$ cat src/rtl/timer_pkg.sv
// Shared definitions for the timer_dev countdown timer: FSM encoding, register map, CTRL layout.
package timer_pkg;

    typedef enum logic [1:0] {
        ST_IDLE = 2'd0,
        ST_LOAD = 2'd1,
        ST_CNT  = 2'd2,
        ST_INT  = 2'd3
    } state_t;

    localparam logic [1:0] OFF_CTRL   = 2'd0;
    localparam logic [1:0] OFF_PRESET = 2'd1;
    localparam logic [1:0] OFF_COUNT  = 2'd2;
    localparam logic [1:0] OFF_RSVD   = 2'd3;

    localparam logic [1:0] MODE_ONESHOT = 2'b00;
    localparam logic [1:0] MODE_RELOAD  = 2'b01;

    localparam int unsigned CTRL_EN      = 0;
    localparam int unsigned CTRL_MODE_LO = 1;
    localparam int unsigned CTRL_MODE_HI = 2;
    localparam int unsigned CTRL_IM      = 3;

    localparam int unsigned PRESCALE_W = 16;

    // Replace only the byte lanes selected by be.
    function automatic logic [31:0] merge_bytes(input logic [31:0] old_val,
                                                input logic [31:0] new_val,
                                                input logic [3:0]  be);
        logic [31:0] r_res;
        r_res = old_val;
        for (int i = 0; i < 4; i++) begin
            if (be[i]) r_res[8*i +: 8] = new_val[8*i +: 8];
        end
        return r_res;
    endfunction

endpackage

$ cat src/rtl/timer_prescaler.sv
// Prescale counter for timer_dev: pulses o_tick_c once every (i_prescale+1) running cycles.
module timer_prescaler
    import timer_pkg::*;
(
    input  logic                  clk,
    input  logic                  reset,
    input  logic                  i_run,
    input  logic [PRESCALE_W-1:0] i_prescale,
    output logic                  o_tick_c
);

    logic [PRESCALE_W-1:0] r_cnt;

    // >= keeps the counter from running away if PRESCALE is lowered mid-count.
    assign o_tick_c = i_run && (r_cnt >= i_prescale);

    always_ff @(posedge clk) begin
        if (reset || !i_run) begin
            r_cnt <= '0;
        end else if (o_tick_c) begin
            r_cnt <= '0;
        end else begin
            r_cnt <= r_cnt + PRESCALE_W'(1);
        end
    end

endmodule

$ cat src/rtl/timer_dev.sv
// Memory-mapped countdown timer (CTRL/PRESET/COUNT) with one-shot and auto-reload modes.
// Define TIMER_PRESCALE_EN to make offset 0xC a 16-bit PRESCALE register.
module timer_dev
    import timer_pkg::*;
#(
    parameter int unsigned CNT_W = 32
) (
    input  logic        clk,
    input  logic        reset,
    input  logic        sel,
    input  logic [1:0]  addr,
    input  logic        we,
    input  logic [3:0]  be,
    input  logic [31:0] wdata,
    output logic [31:0] rdata,
    output logic        irq
);

    state_t           r_state;
    logic [3:0]       r_ctrl;
    logic [CNT_W-1:0] r_preset;
    logic [CNT_W-1:0] r_count;
    logic             r_irq_flag;

    logic w_wr_ctrl;
    logic w_wr_preset;
    logic w_en;
    logic w_reload;
    logic w_tick;

    assign w_wr_ctrl   = sel && we && (addr == OFF_CTRL);
    assign w_wr_preset = sel && we && (addr == OFF_PRESET);
    assign w_en        = r_ctrl[CTRL_EN];
    assign w_reload    = (r_ctrl[CTRL_MODE_HI:CTRL_MODE_LO] == MODE_RELOAD);

    // Flop-only path: no bus signal reaches irq combinationally.
    assign irq = r_ctrl[CTRL_IM] & r_irq_flag;

`ifdef TIMER_PRESCALE_EN
    logic [PRESCALE_W-1:0] r_prescale;

    timer_prescaler u_prescaler (
        .clk        (clk),
        .reset      (reset),
        .i_run      ((r_state == ST_CNT) && w_en),
        .i_prescale (r_prescale),
        .o_tick_c   (w_tick)
    );

    always_ff @(posedge clk) begin
        if (reset) begin
            r_prescale <= '0;
        end else if (sel && we && (addr == OFF_RSVD)) begin
            r_prescale <= PRESCALE_W'(merge_bytes(32'(r_prescale), wdata, be));
        end
    end
`else
    assign w_tick = 1'b1;
`endif

    // Zero-wait-state read mux, independent of sel/we.
    always_comb begin
        rdata = '0;
        unique case (addr)
            OFF_CTRL:   rdata = 32'(r_ctrl);
            OFF_PRESET: rdata = 32'(r_preset);
            OFF_COUNT:  rdata = 32'(r_count);
`ifdef TIMER_PRESCALE_EN
            OFF_RSVD:   rdata = 32'(r_prescale);
`else
            OFF_RSVD:   rdata = '0;
`endif
        endcase
    end

    always_ff @(posedge clk) begin
        if (reset) begin
            r_state    <= ST_IDLE;
            r_ctrl     <= '0;
            r_preset   <= '0;
            r_count    <= '0;
            r_irq_flag <= 1'b0;
        end else begin
            // Software acknowledge; an FSM set on the same edge below takes precedence.
            if ((w_wr_ctrl || w_wr_preset) && (|be)) r_irq_flag <= 1'b0;

            unique case (r_state)
                ST_IDLE: begin
                    if (w_en) r_state <= ST_LOAD;
                end
                ST_LOAD: begin
                    if (!w_en) begin
                        r_state <= ST_IDLE;
                    end else begin
                        r_count <= r_preset;
                        r_state <= ST_CNT;
                    end
                end
                ST_CNT: begin
                    if (!w_en) begin
                        r_state <= ST_IDLE;
                    end else if (w_tick) begin
                        if (r_count > CNT_W'(1)) begin
                            r_count <= r_count - CNT_W'(1);
                        end else begin
                            r_count    <= '0;
                            r_irq_flag <= 1'b1;
                            r_state    <= ST_INT;
                            if (!w_reload) r_ctrl[CTRL_EN] <= 1'b0;
                        end
                    end
                end
                ST_INT: begin
                    if (w_reload) begin
                        r_irq_flag <= 1'b0;
                        r_state    <= w_en ? ST_LOAD : ST_IDLE;
                    end else begin
                        r_state <= ST_IDLE;
                    end
                end
            endcase

            // Bus writes come last so they override the FSM's EN clear.
            if (w_wr_ctrl && be[0]) r_ctrl <= wdata[3:0];
            if (w_wr_preset) r_preset <= CNT_W'(merge_bytes(32'(r_preset), wdata, be));
        end
    end

endmodule

$ cat config.mk
export PLATFORM = sky130hd
export DESIGN_NAME = timer_dev
export DESIGN_NICKNAME = d
export VERILOG_FILES = /design/src/rtl/timer_pkg.sv /design/src/rtl/timer_prescaler.sv /design/src/rtl/timer_dev.sv
export SDC_FILE = /design/constraint.sdc
export NUM_CORES = 1
export LEC_CHECK = 0
export CORE_ASPECT_RATIO = 1.75
export CORE_MARGIN = 4
export CORE_UTILIZATION = 40
export CTS_BUF_LIST = sky130_fd_sc_hd__clkbuf_4
export CTS_CLUSTER_SIZE = 8
export DETAILED_ROUTE_END_ITERATION = 12
export GPL_TIMING_DRIVEN = 0
export PLACE_DENSITY_LB_ADDON = 0.2
export SYNTH_ARGS = -nofsm -noshare
export SYNTH_HDL_FRONTEND = slang
export SYNTH_HIERARCHICAL = 1
export SYNTH_SLANG_ARGS = --single-unit
$ cat constraint.sdc
create_clock -name clk -period 3.4 [get_ports clk]
set_input_delay 0.51 -clock clk [delete_from_list [all_inputs] [get_ports clk]]
set_output_delay 0.51 -clock clk [all_outputs]
set_load 0.005 [all_outputs]
==> results.cfg <==
[clocking]
cts_tree = yes
clock_sinks = 71
clkLatencyLatePin_ns = 0.45
hold_buffers = 0
cts.htree.levels = 3
cts_buffers = 9
clkSlewWorstSetupHoldPaths_ns = 0.12
root_buffer = clkbuf_4
cts_buffer_depth = 2

[yosys]
ys.flop_type = dfxtp_1
ys.warnings.count = 6
synth_seq_cells = 71
async_reset_ff_share_pct = 0
ys_types = 52
syn_inst = 526
synth_edf_count = 0
yosysSeqAreaShare_pct = 35.2
netlist_area_um2 = 4040
syn-num-nets = 570
syn_area_per_cell_um2 = 7.68

[sta]
worstMarginPinSlew_ns = 1.04
period_share_pct = 92.8
rsz0062_at_grt = false
hold_viol_final = 0
fin_ws_ns = 0.243
timing.fmax_mhz = 317
slew_viol_final = 0
finalClockSkew_ns = 0.0195
period_needed_ns = 3.16
slew_headroom_pct = 29.8
final-setup-viol-count = 0

[place]
io_buffers = 69
place_congestion = 0.941
dp_cells = 720
post-place-ws_ns = -0.174
place.detailed.hpwl_um = 12000

[layout]
final_cells = 736
regArea_um2 = 1420
n_fill_cell = 1052
area_delta_synth_final_pct = 24.6
layout.nets = 650
post-route-util_pct = 51.1
drive_above_1_share_pct = 5.41
multi_input_area_um2 = 2370

[floorplanning]
ioPinCount = 75
core_um2 = 9850
dieHeight_um = 141
die_w_um = 84.0
design.die.area_um2 = 11800
initial_utilization_pct = 41.0
std_cell_rows = 48

[route]
viasPerCell = 6.24
wl_per_cell_um = 21.6
drt_iter0_drc = 371
dr.pass1.iters = 8
postRouteAntennaNets = 0
wl_um = 15900
drc = 0
vias = 4595

[job]
cap_violations = 0

[pwr]
power_density_nw_per_um2 = 299
p_leak_uw = 0.00175
ir_drop_mv = 0.267

[grt]
grt_overflow = 0
grt_pass1_vias = 4472
grt_max_degree = 13
grtUsageTotal_pct = 27.0
antenna_found_initial = 1
grt_pass1_wl_um = 24700

[setup_path]
path_class = in -> out
cp.arrival_ns = 2.65
path_max_fanout = 10
worst_ep_required_time_ns = 2.89
end_kind = output port
cp-start-kind = input port

[outcome]
outcome = complete, no violations

[hold_path]
min_path_type = reg -> reg
[worst max-delay path, stage by stage]
cell and delay, ns:
clkdlybuf4s50_1 0.52, nor2b_1 0.17, clkbuf_2 0.32, clkbuf_2 0.37, a22o_1 0.24, clkdlybuf4s50_1 0.51
[area by class of cell]
cell class                      instances  share of cell area (%)
Antenna cell                            1                  0.0497
Buffer                                 48                    4.05
Clock buffer                            9                    1.34
Clock inverter                          6                    1.24
Inverter                               16                    1.19
Multi-Input combinational cell        391                    47.0
Sequential cell                        71                    28.2
Tap cell                              125                    3.11
Timing Repair Buffer                   69                    13.7
[path summary, 6_finish.rpt]
kind / cells past startpoint / slack (ns) / endpoint / from
max reg2reg: 8 / 0.38 / r_count[28] / r_state[0]
max: 6 / 0.24 / rdata[7] / addr[0]
min reg2reg: 2 / 0.48 / r_preset[20] / r_preset[20]
min: 2 / 0.48 / r_preset[20] / r_preset[20]
[state kept, by name (all words and copies together), names as in the netlist]
| name | flops |
|---|---|
| r_ctrl | 4 |
| r_irq_flag | 1 |
| r_state | 2 |
| r_count | 32 |
| r_preset | 32 |
[cell families (layout without fill, tap and decap cells)]
kind of cell / count (synthesis) / in the layout / share of synthesized area [%]
AND/OR/NAND/NOR: 215 / 215 / 27.8
multiplexers: 10 / 10 / 2.48
AO/OA/AOI/OAI: 164 / 164 / 27.6
flip-flops: 71 / 71 / 35.2
buffers and inverters: 64 / 148 / 6.35
adder cells (fa/ha/maj): 2 / 2 / 0.619
other: 0 / 1 / 0
[routing by layer]
layer,share of wire [%],GRT usage (%)
met3,6.4,4.68
met4,5.3,14.8
met2,50,46.2
met5,0,0
met1,38,31.6
[what timing repair did]
item	in CTS	in global routing
gates cloned	0	0
buffers inserted	0	0
gates resized for setup	2	9
setup endpoints to repair	20	27
[layout by cell type, fill, tap and decap left out, types with 4 or more instances in the layout]
cell and count:
nor4_1 10, dfxtp_1 71, clkdlybuf4s50_1 69, nor2b_1 5
clkbuf_2 6, a22oi_1 6, nand3_1 54, nand2_1 59
o22ai_1 4, clkbuf_1 37, a211oi_1 4, or3_1 4
nand4_1 8, nand2b_1 6, o32ai_1 9, clkbuf_4 9
mux2i_1 10, a21oi_1 61, a22o_1 28, inv_1 16
o211ai_1 4, o21ai_0 9, a31oi_1 18, nor2_1 23
and3_1 14, nor3_1 7
[synth_stat cells, types with 3 or more instances]
master / n / share of area, %
a22o_1: 28 / 6.1
o211ai_1: 4 / 0.74
a21oi_1: 61 / 7.6
nand2_1: 59 / 5.5
nand4_1: 8 / 1.2
or3_1: 4 / 0.62
dfxtp_1: 71 / 35
or4_1: 3 / 0.56
nand3_1: 54 / 6.7
a31oi_1: 18 / 2.8
nor2_1: 23 / 2.1
nor3b_1: 3 / 0.56
nand4b_1: 3 / 0.65
mux2i_1: 10 / 2.5
and3_1: 14 / 2.2
nor3_1: 7 / 0.87
nand2b_1: 6 / 0.93
a32oi_1: 3 / 0.65
nor2b_1: 5 / 0.77
o311ai_0: 3 / 0.65
and2_1: 3 / 0.46
clkbuf_1: 43 / 4.0
inv_1: 16 / 1.5
o21ai_0: 9 / 1.1
nand3b_1: 3 / 0.56
o22ai_1: 4 / 0.62
o32ai_1: 9 / 2.0
nor4_1: 10 / 1.5
a22oi_1: 6 / 1.1
a211oi_1: 4 / 0.74
[per-stage QoR]
stage	area, um^2	setup TNS, ns	hold WS [ns]	power (uW)
after floorplan	4040	0	0.445	906
after global placement	4890	-2.68	0.458	980
after detailed placement	4890	-2.62	0.466	981
after CTS	5020	0	0.483	1510
after global routing	5030	0	0.510	1560
final	5030	0	0.484	1510
[report_power, final]
group          switching [uW]  internal (uW)  total (uW)
Clock                     325            217         542
Sequential               5.74            837         843
Combinational            66.3           54.9         121
Total                     397           1110        1510
No activity file was read; power rests on OpenSTA's default activity.
==> RTL change 1: new RTL, config.mk and constraints unchanged <==
The parameter `CNT_W` goes from 32 to 48.
--- a/src/rtl/timer_dev.sv
+++ b/src/rtl/timer_dev.sv
@@ -3,7 +3,7 @@
 module timer_dev
     import timer_pkg::*;
 #(
-    parameter int unsigned CNT_W = 32
+    parameter int unsigned CNT_W = 48
 ) (
     input  logic        clk,
     input  logic        reset,
Behaviour: same outputs for any inputs over 4 cycles, from zero or initial values and one cycle with reset high; that may be too few to reach the edited logic, so the function may still have changed.
==> RTL change 1 against the unedited design <==
  * The flow now finishes with violations (design-rule violations)
  * Sequential cell count is 16 higher
  * Cell area up 16%
  * Routed wire length is 18% higher
  * Global-route usage up 0.18 points
  * Worst hold slack lost 0.015 ns
  * Total power rose by 23%
  * Worst setup slack lost 0.12 ns
  * Die area is 17% higher
  * Non-clock buffer count up 1
  * First-iteration DRC count is 37% higher
  * Synthesized area increased by 18%
  * Critical endpoint is now r_count[22]
  * Highest routed layer unchanged
==> RTL change 1: results <==
metrics = {
    "outcome": {
        "run_status": "finished, violations left",
        "violations": "design-rule violations",
    },
    "detailed_routing": {
        "avgViaCountPerCell": 6.38,
        "drtIter0Drc": 508,
        "dr_wl_met3_microns": 960,
        "met2_length_mm": 9.69,
        "m1WireLength_mm": 7.13,
        "routedWlPerCell_microns": 22.2,
        "firstDrtPassIters": 11,
        "drc": 1,
    },
    "min_path": {
        "hp-class": "input port to flip-flop",
        "worstHoldPathCells": 3,
        "holdPathEnd": "r_preset[28]",
    },
    "logic_synthesis": {
        "ys_top_cells_by_count": "nand2_1, dfxtp_1, nand3_1",
        "syn-num-nets": 671,
        "yosysSeqAreaShare_pct": 36.4,
        "yosysUniqueCellTypes": 55,
        "ys_top_cells_by_area": "dfxtp_1, nand2_1, nand3_1, a21oi_1, a22o_1",
    },
    "setup_path": {
        "ff2ff_setup_slack_ns": 0.12,
        "slowest_stage": "o21ai_1",
        "worstSetupEndpoint": "r_count[22]",
        "cp_data_arrival_time_ns": 3.69,
    },
    "layout": {
        "reg_top3": "r_count x48, r_preset x32, r_ctrl x4",
        "layout.nets": 752,
        "drive_gt1_share_pct": 4.78,
        "nFillCells": 1178,
    },
    "global_routing": {
        "met3_usage_pct": 3.11,
        "use_met2_pct": 48.6,
        "grt_pass1_vias": 5361,
        "grt_max_degree": 16,
        "grt.total_usage_pct": 27.1,
        "grt_pass1_wl_mm": 29.2,
    },
    "power_and_ir_drop": {
        "switching_power_mw": 0.475,
        "ir_drop_mv": 0.269,
        "pwr-share-comb_pct": 7.0,
        "leakage_nw": 2.05,
        "pg_clk_mw": 0.696,
    },
    "clock_tree": {
        "clock_latency_ns": 0.48,
        "clk_pin_slew_ns": 0.15,
    },
    "placement": {
        "numPortBuffers": 70,
        "detailed_place.area_sq_mm": 0.00566,
        "dp_hpwl_mm": 14.2,
        "gp_congestion": 0.984,
    },
    "sta": {
        "finClkSkew_ns": 0.0281,
        "worstMarginPinSlew_ns": 1.26,
    },
    "die": {
        "coreArea_sq_mm": 0.0116,
    },
}
[RTL change 1: cell count changes in the layout (fill, tap and decap cells not counted), sizes merged, moves of 7 or more]
| cell | change |
|---|---|
| inv | -7 |
| nand3 | +10 |
| a21oi | -7 |
| nand2 | +33 |
| and3 | -9 |
| or4 | +8 |
| o32ai | -7 |
| a31oi | +14 |
| dfxtp | +16 |
| o21ai | +14 |
| nor3 | +15 |
[RTL change 1: what timing repair did]
item	CTS	global route
endpoints found under the setup margin	25	14
resized for setup	5	4
buffers inserted	0	0
[RTL change 1: per-stage QoR]
step	std cells	power [mW]	util, %	setup slack [ns]
final	848	1.86	50.1	0.123
after global routing	848	1.91	50.1	0.0221
after CTS	847	1.86	50.0	0.0538
after detailed placement	832	1.18	48.6	-0.287
after global placement	832	1.18	48.6	-0.248
after floorplan	627	1.10	-	0.825
[RTL change 1: final cells by class]
type / instances / area (sq um) / area share, %
multi-input cells: 485 / 2830 / 48.5
flip-flops and latches: 87 / 1740 / 29.8
repair buffers: 70 / 701 / 12.0
plain buffers: 48 / 204 / 3.49
well taps: 135 / 169 / 2.89
clock inverters: 6 / 92.6 / 1.59
clock buffers: 9 / 67.6 / 1.16
inverters: 7 / 26.3 / 0.450
diodes: 1 / 2.50 / 0.0429
[RTL change 1: cell families (layout without fill, tap and decap cells)]
| family | after synthesis | after routing | synth area share, % |
|---|---|---|---|
| multiplexers | 9 | 9 | 1.91 |
| AO/OA/AOI/OAI | 189 | 189 | 26.5 |
| other | 0 | 1 | 0 |
| adder cells (fa/ha/maj) | 2 | 2 | 0.523 |
| flip-flops | 87 | 87 | 36.4 |
| AND/OR/NAND/NOR | 285 | 285 | 30.0 |
| buffers and inverters | 55 | 140 | 4.65 |
==> RTL change 2: new RTL, same flow settings <==
Without the edit above. The 4 states of `state_t` get a one-hot encoding in 4 bits.
--- a/src/rtl/timer_pkg.sv
+++ b/src/rtl/timer_pkg.sv
@@ -1,11 +1,11 @@
 // Shared definitions for the timer_dev countdown timer: FSM encoding, register map, CTRL layout.
 package timer_pkg;
 
-    typedef enum logic [1:0] {
-        ST_IDLE = 2'd0,
-        ST_LOAD = 2'd1,
-        ST_CNT  = 2'd2,
-        ST_INT  = 2'd3
+    typedef enum logic [3:0] {
+        ST_IDLE = 4'b0001,
+        ST_LOAD = 4'b0010,
+        ST_CNT  = 4'b0100,
+        ST_INT  = 4'b1000
     } state_t;
 
     localparam logic [1:0] OFF_CTRL   = 2'd0;
Function: no difference found for any inputs over 4 cycles, from zero or initial values and one cycle with reset high; so few cycles prove little.
==> RTL change 2 against the unedited design <==
  * Total power up 2.6%
  * Sequential power grew 3.7%
  * Worst setup slack lost 0.14 ns
  * Count of clock-buffer cells in the layout did not move
  * Synthesized cell count is 8.7% higher
  * Sequential cell count grew 2
  * Routed wire length rose by 8.8%
  * Synthesized area increased by 8.0%
  * Worst hold slack lost 0.012 ns
  * Die area increased by 7.4%
  * Critical endpoint is now rdata[0]
  * Cell area increased by 6.5%
==> RTL change 2: results <==
metrics = {
    "outcome": {
        "run_status": "finished clean",
    },
    "min_path": {
        "hp-class": "input port to flip-flop",
        "holdCritStartpoint": "be[2]",
    },
    "global_routing": {
        "grt_max_degree": 15,
        "met3_usage_pct": 3.78,
        "met1_usage_pct": 32.9,
        "grt_pass1_wl_mm": 26.5,
        "use_met2_pct": 44.0,
        "grt_pass1_vias": 4885,
    },
    "logic_synthesis": {
        "synth_compound_area_share_pct": 27.6,
        "yosysSeqAreaShare_pct": 33.5,
        "ys_top_cells_by_area": "dfxtp_1, nand3_1, a22o_1, nand2_1, a21oi_1",
        "ys_top_cells_by_count": "dfxtp_1, nand2_1, nand3_1",
    },
    "setup_path": {
        "r2r_end": "r_count[10]",
        "cp_data_arrival_time_ns": 2.78,
        "reg2regPathDepth": 7,
        "ff2ff_setup_slack_ns": 0.64,
    },
    "layout": {
        "layout.nets": 697,
        "drive_gt1_share_pct": 6.69,
        "nFillCells": 1078,
    },
    "power_and_ir_drop": {
        "switching_power_mw": 0.459,
        "leakage_nw": 1.77,
    },
    "detailed_routing": {
        "drtIter0Drc": 541,
        "routedWlPerCell_microns": 22.0,
        "avgViaCountPerCell": 6.48,
    },
    "placement": {
        "dpl_worst_slack_ns": -0.328,
        "gp_congestion": 0.966,
        "numPortBuffers": 70,
    },
}
[RTL change 2: area by class of cell]
type / count / area (sq um) / area share (%)
Clock inverter: 7 / 53.8 / 1.00
Tap cell: 130 / 163 / 3.03
Clock buffer: 9 / 67.6 / 1.26
Sequential cell: 73 / 1460 / 27.3
Inverter: 15 / 56.3 / 1.05
Antenna cell: 1 / 2.50 / 0.0467
Multi-Input combinational cell: 432 / 2620 / 48.8
Buffer: 52 / 238 / 4.44
Timing Repair Buffer: 70 / 701 / 13.1
[RTL change 2: metrics by stage]
| stage | cell area [sq um] | instances | total power, mW | utilization [%] |
|---|---|---|---|---|
| finish | 5360 | 789 | 1.55 | 50.1 |
| global route | 5360 | 789 | 1.59 | 50.1 |
| CTS | 5360 | 788 | 1.55 | 50.1 |
| detailed placement | 5230 | 772 | 1.04 | 48.9 |
| global placement | 5230 | 772 | 1.04 | 48.9 |
| floorplan | 4360 | 572 | 0.959 | - |
[RTL change 2: what timing repair did]
item                                    4_1_cts  5_1_grt
resized for setup                             7        0
endpoints found under the hold margin         0        0
setup buffers                                 0        0
endpoints found under the setup margin       30        0
[RTL change 2: how the worst max path moves through the flow]
stage	from	endpoint	slack [ns]	cells past startpoint
6_report	addr[0]	rdata[0]	0.11	7
5_1_grt	addr[0]	rdata[0]	0.05	7
4_1_cts	addr[0]	rdata[0]	0.11	7
3_5_place_dp	addr[0]	rdata[3]	-0.33	7
3_3_place_gp	addr[0]	rdata[3]	-0.33	7
2_1_floorplan	addr[1]	rdata[10]	1.16	5
[RTL change 2: kinds of logic after synthesis]
group                    after synthesis
AND/OR/NAND/NOR                      244
AO/OA/AOI/OAI                        178
flip-flops                            73
buffers and inverters                 67
multiplexers                           7
adder cells (fa/ha/maj)                2
XOR/XNOR                               1
[RTL change 2: per-layer routing]
layer | wire length (microns) | vias up
met5 | 0 | -
met4 | 896 | 0
met3 | 1240 | 71
met2 | 8440 | 313
met1 | 6740 | 2411
li1 | - | 2315
[RTL change 2: power groups by stage]
stage          logic [mW]  clock network [mW]  registers (mW)
2_1_floorplan      0.0697                   0           0.889
3_3_place_gp        0.150                   0           0.892
3_5_place_dp        0.152                   0           0.893
4_1_cts             0.154               0.520           0.874
5_1_grt             0.164               0.555           0.875
6_report            0.156               0.516           0.874
[RTL change 2: critical path: stages]
cell and delay [ns]:
clkdlybuf4s50_1 0.64, nor2b_1 0.17, clkbuf_2 0.26, clkbuf_2 0.40
nand2_1 0.08, o21ai_0 0.14, clkdlybuf4s50_1 0.58
